<file path="src/rtl/dsp_pkg.sv">
// Shared definitions for the DSP data-memory front end.
package dsp_pkg;

  localparam int unsigned ADDR_W = 8;
  localparam int unsigned DATA_W = 16;

  // Readout sequencer states.
  typedef enum logic [1:0] {
    ST_IDLE  = 2'd0,
    ST_READ  = 2'd1,
    ST_DRAIN = 2'd2
  } state_t;

endpackage

</file>
<file path="src/rtl/ring_ptr.sv">
// Modulo-LEN pointer: load has priority over inc, inc over dec.
module ring_ptr #(
  parameter int unsigned W   = 8,
  parameter int unsigned LEN = 32
) (
  input  logic         clk,
  input  logic         rst_n,
  input  logic         inc,
  input  logic         dec,
  input  logic         load,
  input  logic [W-1:0] load_val,
  output logic [W-1:0] ptr
);

  localparam logic [W-1:0] LAST = W'(LEN - 1);

  // Pointer register with wrap in both directions.
  always_ff @(posedge clk or negedge rst_n) begin
    if (!rst_n) begin
      ptr <= '0;
    end else if (load) begin
      ptr <= load_val;
    end else if (inc) begin
      ptr <= (ptr == LAST) ? '0 : ptr + W'(1);
    end else if (dec) begin
      ptr <= (ptr == '0) ? LAST : ptr - W'(1);
    end
  end

endmodule

</file>
<file path="src/rtl/sample_ring_writer.sv">
// Streams input samples into a circular region of datamem and reads the
// newest N back, newest first, as a back-to-back tap stream.
module sample_ring_writer #(
  parameter int unsigned       ADDR_W = dsp_pkg::ADDR_W,
  parameter int unsigned       DATA_W = dsp_pkg::DATA_W,
  parameter logic [ADDR_W-1:0] BASE   = 8'h10,
  parameter int unsigned       LEN    = 32
) (
  input  logic              clk,
  input  logic              rst_n,
  input  logic              s_valid,
  output logic              s_ready,
  input  logic [DATA_W-1:0] s_data,
  input  logic              tap_start,
  input  logic [ADDR_W:0]   tap_count,
  output logic              tap_valid,
  output logic [DATA_W-1:0] tap_data,
  output logic              tap_last,
  output logic              tap_busy,
  output logic              tap_err,
  output logic [ADDR_W:0]   fill,
  output logic              mem_en,
  output logic [ADDR_W-1:0] mem_addr,
  output logic [DATA_W-1:0] mem_din,
  input  logic [DATA_W-1:0] mem_dout
);

  import dsp_pkg::*;

  localparam logic [ADDR_W:0]   LEN_C    = (ADDR_W + 1)'(LEN);
  localparam logic [ADDR_W:0]   CNT_ONE  = (ADDR_W + 1)'(1);
  localparam logic [ADDR_W-1:0] PTR_LAST = ADDR_W'(LEN - 1);

  state_t              state;
  state_t              state_next;
  logic [ADDR_W-1:0]   wptr;
  logic [ADDR_W-1:0]   wptr_back;
  logic [ADDR_W-1:0]   rptr;
  logic [ADDR_W-1:0]   rptr_init;
  logic [ADDR_W:0]     fill_q;
  logic [ADDR_W:0]     fill_next;
  logic [ADDR_W:0]     cnt;
  logic                in_idle;
  logic                in_read;
  logic                wr_fire;
  logic                req;
  logic                req_ok;
  logic                tap_go;
  logic                tap_reject;
  logic                last_issue;
  logic                tap_valid_q;
  logic                tap_last_q;
  logic                tap_err_q;

  assign in_idle = (state == ST_IDLE);
  assign in_read = (state == ST_READ);

  // Handshake is masked while reset is held so nothing is written then.
  assign s_ready = rst_n & in_idle;
  assign wr_fire = s_ready & s_valid;

  assign mem_en   = wr_fire;
  assign mem_din  = s_data;
  assign mem_addr = in_read ? (BASE + rptr) : (BASE + wptr);

  // Fill as it will be after a write in this cycle; readout checks use it.
  assign fill_next = (wr_fire && (fill_q != LEN_C)) ? fill_q + CNT_ONE : fill_q;

  assign req        = rst_n & in_idle & tap_start;
  assign req_ok     = (tap_count != '0) && (tap_count <= fill_next);
  assign tap_go     = req & req_ok;
  assign tap_reject = req & ~req_ok;

  // Newest sample sits one behind the post-write pointer; when a write
  // lands in the same cycle that is simply the current wptr.
  assign wptr_back = (wptr == '0) ? PTR_LAST : wptr - ADDR_W'(1);
  assign rptr_init = wr_fire ? wptr : wptr_back;

  assign last_issue = in_read && (cnt == CNT_ONE);

  ring_ptr #(
    .W   (ADDR_W),
    .LEN (LEN)
  ) u_wptr (
    .clk      (clk),
    .rst_n    (rst_n),
    .inc      (wr_fire),
    .dec      (1'b0),
    .load     (1'b0),
    .load_val ('0),
    .ptr      (wptr)
  );

  ring_ptr #(
    .W   (ADDR_W),
    .LEN (LEN)
  ) u_rptr (
    .clk      (clk),
    .rst_n    (rst_n),
    .inc      (1'b0),
    .dec      (in_read),
    .load     (tap_go),
    .load_val (rptr_init),
    .ptr      (rptr)
  );

  // Next-state selection for the readout sequencer.
  always_comb begin
    state_next = state;
    case (state)
      ST_IDLE:  if (tap_go) state_next = ST_READ;
      ST_READ:  if (last_issue) state_next = ST_DRAIN;
      ST_DRAIN: state_next = ST_IDLE;
      default:  state_next = ST_IDLE;
    endcase
  end

  // State, remaining-tap count and fill counter.
  always_ff @(posedge clk or negedge rst_n) begin
    if (!rst_n) begin
      state  <= ST_IDLE;
      cnt    <= '0;
      fill_q <= '0;
    end else begin
      state  <= state_next;
      fill_q <= fill_next;
      if (tap_go) begin
        cnt <= tap_count;
      end else if (in_read) begin
        cnt <= cnt - CNT_ONE;
      end
    end
  end

  // Return-path pipeline: flags follow the address by one cycle to line up
  // with datamem read data.
  always_ff @(posedge clk or negedge rst_n) begin
    if (!rst_n) begin
      tap_valid_q <= 1'b0;
      tap_last_q  <= 1'b0;
      tap_err_q   <= 1'b0;
    end else begin
      tap_valid_q <= in_read;
      tap_last_q  <= last_issue;
      tap_err_q   <= tap_reject;
    end
  end

  assign tap_valid = tap_valid_q;
  assign tap_last  = tap_last_q;
  assign tap_err   = tap_err_q;
  assign tap_data  = tap_valid_q ? mem_dout : '0;
  assign tap_busy  = ~in_idle;
  assign fill      = fill_q;

endmodule

</file>
<file path="config.mk">
export PLATFORM = sky130hd
export DESIGN_NAME = sample_ring_writer
export DESIGN_NICKNAME = d
export VERILOG_FILES = /design/src/rtl/dsp_pkg.sv /design/src/rtl/ring_ptr.sv /design/src/rtl/sample_ring_writer.sv
export SDC_FILE = /design/constraint.sdc
export NUM_CORES = 1
export LEC_CHECK = 0
export CAP_MARGIN = 20
export CORE_UTILIZATION = 45
export CTS_CLUSTER_DIAMETER = 120
export DETAILED_ROUTE_END_ITERATION = 10
export PLACE_DENSITY = 0.87
export SETUP_SLACK_MARGIN = 0.4
export SLEW_MARGIN = 25
export SYNTH_ARGS = -nofsm -noshare
export SYNTH_HDL_FRONTEND = slang
export SYNTH_HIERARCHICAL = 1
export SYNTH_SLANG_ARGS = --single-unit
</file>
<file path="constraint.sdc">
create_clock -name clk -period 8.59 [get_ports clk]
set_input_delay 0.859 -clock clk [delete_from_list [all_inputs] [get_ports clk]]
set_output_delay 0.859 -clock clk [all_outputs]
set_load 0.005 [all_outputs]
</file>
Yosys cells after proc, flatten, opt, wreduce, memory -nomap -nowiden
Cells that the tools add are included.

Output and inout bits: 55. Memories: 0. Logic and storage cells: 52. ROM bits: 0. Register bits: 39. Bits in writable memories: 0. Input bits: 45. Latch bits: 0.

Div/mod/pow operators: 0. Muxes and demuxes: 14. Shift-type cells: 0. Bitwise gates (word level): 7. Reduce and logical (&&, ||, !) cells: 9. Equal/unequal tests: 6. Magnitude comparators: 1. Multipliers: 0. Add/subtract/negate cells: 7.

Operators by type and width (number): $mux 8 (7); $mux 9 (3); $add 5x8->8 const A (2); $logic_not 8->1 (2); $mux 16 (1); $sub 8x1->8 const B (2); $add 9x1->9 const B (1); $eq 9x1->1 const B (1); $le 9x9->1 (1); $ne 9x6->1 const B (1); $reduce_bool 9->1 (1); $sub 9x1->9 const B (1); $add 8x1->8 const B (1); $eq 8x5->1 const B (1); $and 1x1->1 (5); $mux 2 (2); $ne 2x1->1 const B (2); $pmux 2 s2 (1); $logic_and 1x1->1 (3); $eq 2x1->1 const B (1); $logic_not 2->1 (1); $not 1->1 (2); $reduce_and 2->1 (1); $reduce_bool 2->1 (1).

Depth between registers and ports, before layout
Depth in word-level cells: 10. Depth in mapped cells: 21. Gate-level depth less buffers: 20.

Cells and area by module
Netlist, hierarchy kept.

Modules (own cells, without submodules): sample_ring_writer (instances 1, cells an instance 235, area each 2020.7 um^2, seq. area each 575.6 um^2); ring_ptr (u_wptr) (instances 1, cells an instance 94, area each 777.0 um^2, seq. area each 200.2 um^2); ring_ptr (u_rptr) (instances 1, cells an instance 91, area each 759.5 um^2, seq. area each 200.2 um^2).

Worst setup path before layout
Ideal clock, no wire load.

Path kind: input port to flip-flop. From: in rst_n. To: reg u_rptr.ptr[0]. Stages on the path: 19. Required time: 8.503 ns. Path slack: 4.427 ns. Path buffers: 2. Setup time: 0.087 ns. Arrival time: 4.076 ns. Cell sequence: inv_1 nor2_8 nand2_4 inv_6 and3_4 and3_4 nand2_4 nor3_4 xnor2_1 ha_1 and3_1 a21o_1 o31ai_2 nand2_1 inv_1 clkbuf_1 clkbuf_1 a21oi_1 a22oi_1.

Word-level cells in the longest chain between the ends: 8. Elaborated cells on any way between the ends: 11. Those cells by class: order compare (1); mux (3); bitwise (4); reduce/logical (3).

Ends and longest elaborated chain: from (decl) (line sample_ring_writer.sv:10) `input logic rst_n,`; $and 1x1->1 * (line sample_ring_writer.sv:59) `assign s_ready = rst_n & in_idle;`; named net s_ready (line sample_ring_writer.sv:12) `output logic s_ready,`; $and 1x1->1 * (line sample_ring_writer.sv:60) `assign wr_fire = s_ready & s_valid;`; named net mem_en (line sample_ring_writer.sv:22) `output logic mem_en,`; $logic_and 1x1->1 * (line sample_ring_writer.sv:67) `assign fill_next = (wr_fire && (fill_q != LEN_C)) ? fill_q + CNT_ONE : fill_q;`; $mux 9 * (line sample_ring_writer.sv:67); $le 9x9->1 * (line sample_ring_writer.sv:70) `assign req_ok = (tap_count != '0) && (tap_count <= fill_next);`; $logic_and 1x1->1 * (line sample_ring_writer.sv:70); $and 1x1->1 * (line sample_ring_writer.sv:71) `assign tap_go = req & req_ok;`; named net tap_go (line sample_ring_writer.sv:48) `logic tap_go;`; $mux 8 or $reduce_bool 2->1 (tied branches); to (signal assigned) (line ring_ptr.sv:22) `ptr <= load_val;`; to (signal assigned) (line ring_ptr.sv:24) `ptr <= (ptr == LAST) ? '0 : ptr + W'(1);`; to (signal assigned) (line ring_ptr.sv:26) `ptr <= (ptr == '0) ? LAST : ptr - W'(1);`; to (decl) (line ring_ptr.sv:12) `output logic [W-1:0] ptr`.

Mark *: on every way through the listed nets, which the timed path passes. The rest lies on a longest branch. A chain may end at the register's enable or synchronous reset.

Final worst setup path
From: in rst_n. To: reg u_rptr.ptr[5].

Word-level cells in the longest chain between the ends: 8. Elaborated cells on any way between the ends: 11. Those cells by class: order compare (1); mux (3); bitwise (4); reduce/logical (3).

Ends and longest elaborated chain (line): $and 1x1->1 * (sample_ring_writer.sv:59, sample_ring_writer.sv:69); $and 1x1->1 (sample_ring_writer.sv:60); $logic_and 1x1->1 (sample_ring_writer.sv:67); $mux 9 (sample_ring_writer.sv:67); $le 9x9->1 (sample_ring_writer.sv:70); $logic_and 1x1->1 (sample_ring_writer.sv:70); $and 1x1->1 * (sample_ring_writer.sv:71); named net tap_go (sample_ring_writer.sv:48); $mux 8 or $reduce_bool 2->1 (tied branches).

Marks and branches as above.

==> flow_summary.json <==
{
  "worstPathCellList": "buf_2 -> inv_1 -> nor2_8 -> nand2_4 -> inv_6 -> and3_4 -> and3_4 -> nand2_4 -> nor2_2 -> xnor2_1 -> ha_1 -> and3_1 -> o21a_1 -> o22a_1 -> o31ai_2 -> nand2_1 -> inv_1 -> nor3_2 -> nor2_1 -> a32oi_1 -> o221ai_1",
  "vias": 3286,
  "worstMarginPinSlew_ns": 0.892,
  "hold_viol": 0,
  "antenna_cells": 0,
  "drc": 0,
  "grt_util_met1_pct": 27.0,
  "synth_area_um2": 3560,
  "min_from": "fill[8]$_DFF_PN0_",
  "syn2layout_area_growth_pct": 21.1,
  "setup_viol": 0,
  "core_area_um2": 7690,
  "ys_seq_area_share_pct": 27.4,
  "die-area_um2": 8260,
  "ys.flop_type": "dfrtp_1",
  "viasPerCell": 5.67,
  "routed_wl_mm": 8.84,
  "final_nets": 542,
  "r2r-end": "u_rptr/ptr[5]$_DFFE_PN0P_",
  "fin_crit_ns": 5.46,
  "clkLatencyLatePin_ns": 0.29,
  "clockPowerShare_pct": 14.7,
  "use_met2_pct": 37.0,
  "switching_power_uw": 455,
  "first_iter_violations": 182,
  "synth_enable_flop_cells": 0,
  "yosys_warnings": 6,
  "cts_setup_buffers": 0,
  "power-per-cell-area_nw_per_um2": 254,
  "first_global_vias": 3175,
  "cp-end-kind": "flop",
  "grt_pass1_wl_mm": 14.7,
  "worstPathRequired_ns": 8.75,
  "globalRouteTotalUtil_pct": 21.7,
  "period_share_pct": 63.6,
  "use_met3_pct": 4.88,
  "ctsHoldBuffers": 0,
  "drv_cap": 0,
  "hold_path_depth": 1,
  "syn_area_per_cell_um2": 8.47,
  "ir_drop_v": 0.0000895,
  "rsz0062_at_grt": "false",
  "gr-total-overflow": 0,
  "pin_count": 100,
  "hpwl_mm": 6.56,
  "root_buffer": "clkbuf_8",
  "synth_cell_type_count": 77,
  "cts_made_buffers": 5,
  "cts.sinks": 39,
  "rows": 32,
  "antenna_found_initial": 0,
  "synth_most_common_cell": "nand2_1",
  "p_int_uw": 637,
  "slew_violations": 0,
  "clk_path_buf_depth": 2,
  "ys_ff_latch": 39,
  "ctsResizeCount": 0,
  "start_util_pct": 46.3,
  "maxSlewHeadroom_pct": 40.6,
  "die-height_um": 90.9,
  "netlist_instances": 420,
  "finalCoreUtilization_pct": 56.0,
  "r2r_cells": 20,
  "reg2reg_slack_ns": 4.04,
  "reg2reg_from": "state[0]$_DFFE_PN0P_",
  "clock_skew_ns": 0.00487,
  "arrival_ns": 5.62,
  "cp_slowest_cell": "buf_2",
  "cp_max_fo": 40,
  "path_class": "in2reg",
  "status": "finished clean",
  "seq_power_share_pct": 34.0,
  "path_clk_slew_ns": 0.08,
  "htree_levels": 2,
  "yosysTopAreaCell": "dfrtp_1",
  "drtPass1Iterations": 4,
  "wl_per_cell_um": 15.2,
  "port_buffers": 67,
  "place_congestion": 0.909,
  "drive_gt1_share_pct": 8.58,
  "die_w_um": 90.9,
  "synth.area.top_cells": "dfrtp_1 27%, ha_1 7.0%, xnor2_1 4.7%",
  "cts_tree": "done",
  "finalSetupTns_ns": 0,
  "ys_async_sr_fraction_pct": 100,
  "fmax_ghz": 0.183,
  "power_frac_comb_pct": 51.3,
  "worst_setup_path_start_kind": "primary input",
  "cpPeakStageDelay_ns": 0.67,
  "grt_busiest_layer": "met2",
  "hp-class": "reg2reg",
  "power_leakage_nw": 1.80,
  "ant_nets": 0,
  "hold_end": "fill[8]$_DFF_PN0_",
  "swShare_pct": 41.7,
  "grt_max_degree": 41,
  "ys_top_cells_by_count": "42 x nand2_1, 39 x dfrtp_1, 26 x inv_1, 24 x nor2_1",
  "synthDominantCellAreaShare_pct": 27.4
}
placed cells by master (no fill, tap or decap), drive strengths merged, types with 2 or more instances in the layout:
cell type      instances
nor2                  26
nor4b                  5
clkdlybuf4s50         66
or3                    4
nor2b                  8
ha                    20
o31ai                  6
a31o                   2
a22oi                  3
and2                  18
nand2b                 5
a21boi                 2
nand4                  9
nor3                  16
o22a                   2
mux2i                  9
xor2                  10
nor4                   6
o21ai                 24
a221o                  4
clkbuf                 6
o22ai                  2
a211oi                 4
a221oi                 3
mux2                   4
xnor2                 19
o221ai                 2
dfrtp                 39
and3                   7
a21oi                 20
o21a                   3
inv                   28
nand2                 45
a31oi                  3
o211ai                 3
nand3                 12
conb                  17
worst max-delay path by stage:
stage	from	endpoint	slack (ns)	depth (start not counted)
2_1_floorplan	rst_n	u_rptr/ptr[0]$_DFFE_PN0P_	4.43	19
3_3_place_gp	rst_n	u_rptr/ptr[5]$_DFFE_PN0P_	3.13	21
3_5_place_dp	rst_n	u_rptr/ptr[5]$_DFFE_PN0P_	2.86	21
4_1_cts	rst_n	u_rptr/ptr[5]$_DFFE_PN0P_	3.17	21
5_1_grt	rst_n	u_rptr/ptr[5]$_DFFE_PN0P_	2.68	21
6_report	rst_n	u_rptr/ptr[5]$_DFFE_PN0P_	3.13	21
state kept, by name, indices dropped and copies added, names as in the netlist:
name / count
tap_valid: 1
cnt: 9
u_rptr/ptr: 8
state: 2
fill: 9
tap_err: 1
u_wptr/ptr: 8
tap_last: 1
critical path: cells and delay by family:
| family | cells | cell delay (ns) |
|---|---|---|
| buf+inv | 4 | 1.47 |
| xor+xnor | 1 | 0.10 |
| fa+ha+maj | 1 | 0.32 |
| simple gates | 10 | 2.11 |
| compound gates | 5 | 0.73 |
final cells by class:
cell class | count | area (um^2)
Clock buffer | 6 | 82.6
Timing Repair Buffer | 67 | 666
Clock inverter | 2 | 35.0
Inverter | 28 | 110
Fill cell | 652 | 3380
Sequential cell | 39 | 976
Tap cell | 102 | 128
Multi-Input combinational cell | 336 | 2310
metal layers:
layer / wire length, um / up-vias
met4: 169 / 0
met2: 4360 / 100
li1: - / 1571
met1: 3780 / 1598
met3: 528 / 17
met5: 0 / -
power by group through the flow:
stage               clock network [mW]  logic [mW]  registers, mW
floorplan                            0       0.404          0.310
global placement                     0       0.535          0.365
detailed placement                   0       0.554          0.371
CTS                              0.162       0.559          0.369
global route                     0.170       0.617          0.383
finish                           0.161       0.560          0.371
stage by stage:
step	hold WS, ns	instance area (um^2)	power (mW)	instances	setup WS (ns)
final	0.550	4310	1.09	580	3.13
after global routing	0.572	4310	1.17	580	2.68
after CTS	0.549	4310	1.09	580	3.17
after detailed placement	0.539	4190	0.925	572	2.86
after global placement	0.528	4190	0.900	572	3.13
after floorplan	0.520	3620	0.714	436	4.43
cells by family (layout without fill, tap and decap cells):
| kind of cell | Yosys count | in the layout | share of synthesized area [%] |
|---|---|---|---|
| AO/OA/AOI/OAI | 90 | 90 | 16.9 |
| adder cells (fa/ha/maj) | 20 | 20 | 7.03 |
| flip-flops | 39 | 39 | 27.4 |
| AND/OR/NAND/NOR | 167 | 167 | 28.3 |
| buffers and inverters | 61 | 103 | 9.32 |
| multiplexers | 13 | 13 | 3.80 |
| other | 1 | 17 | 0.105 |
| XOR/XNOR | 29 | 29 | 7.14 |
No activity file was read; power rests on OpenSTA's default activity.
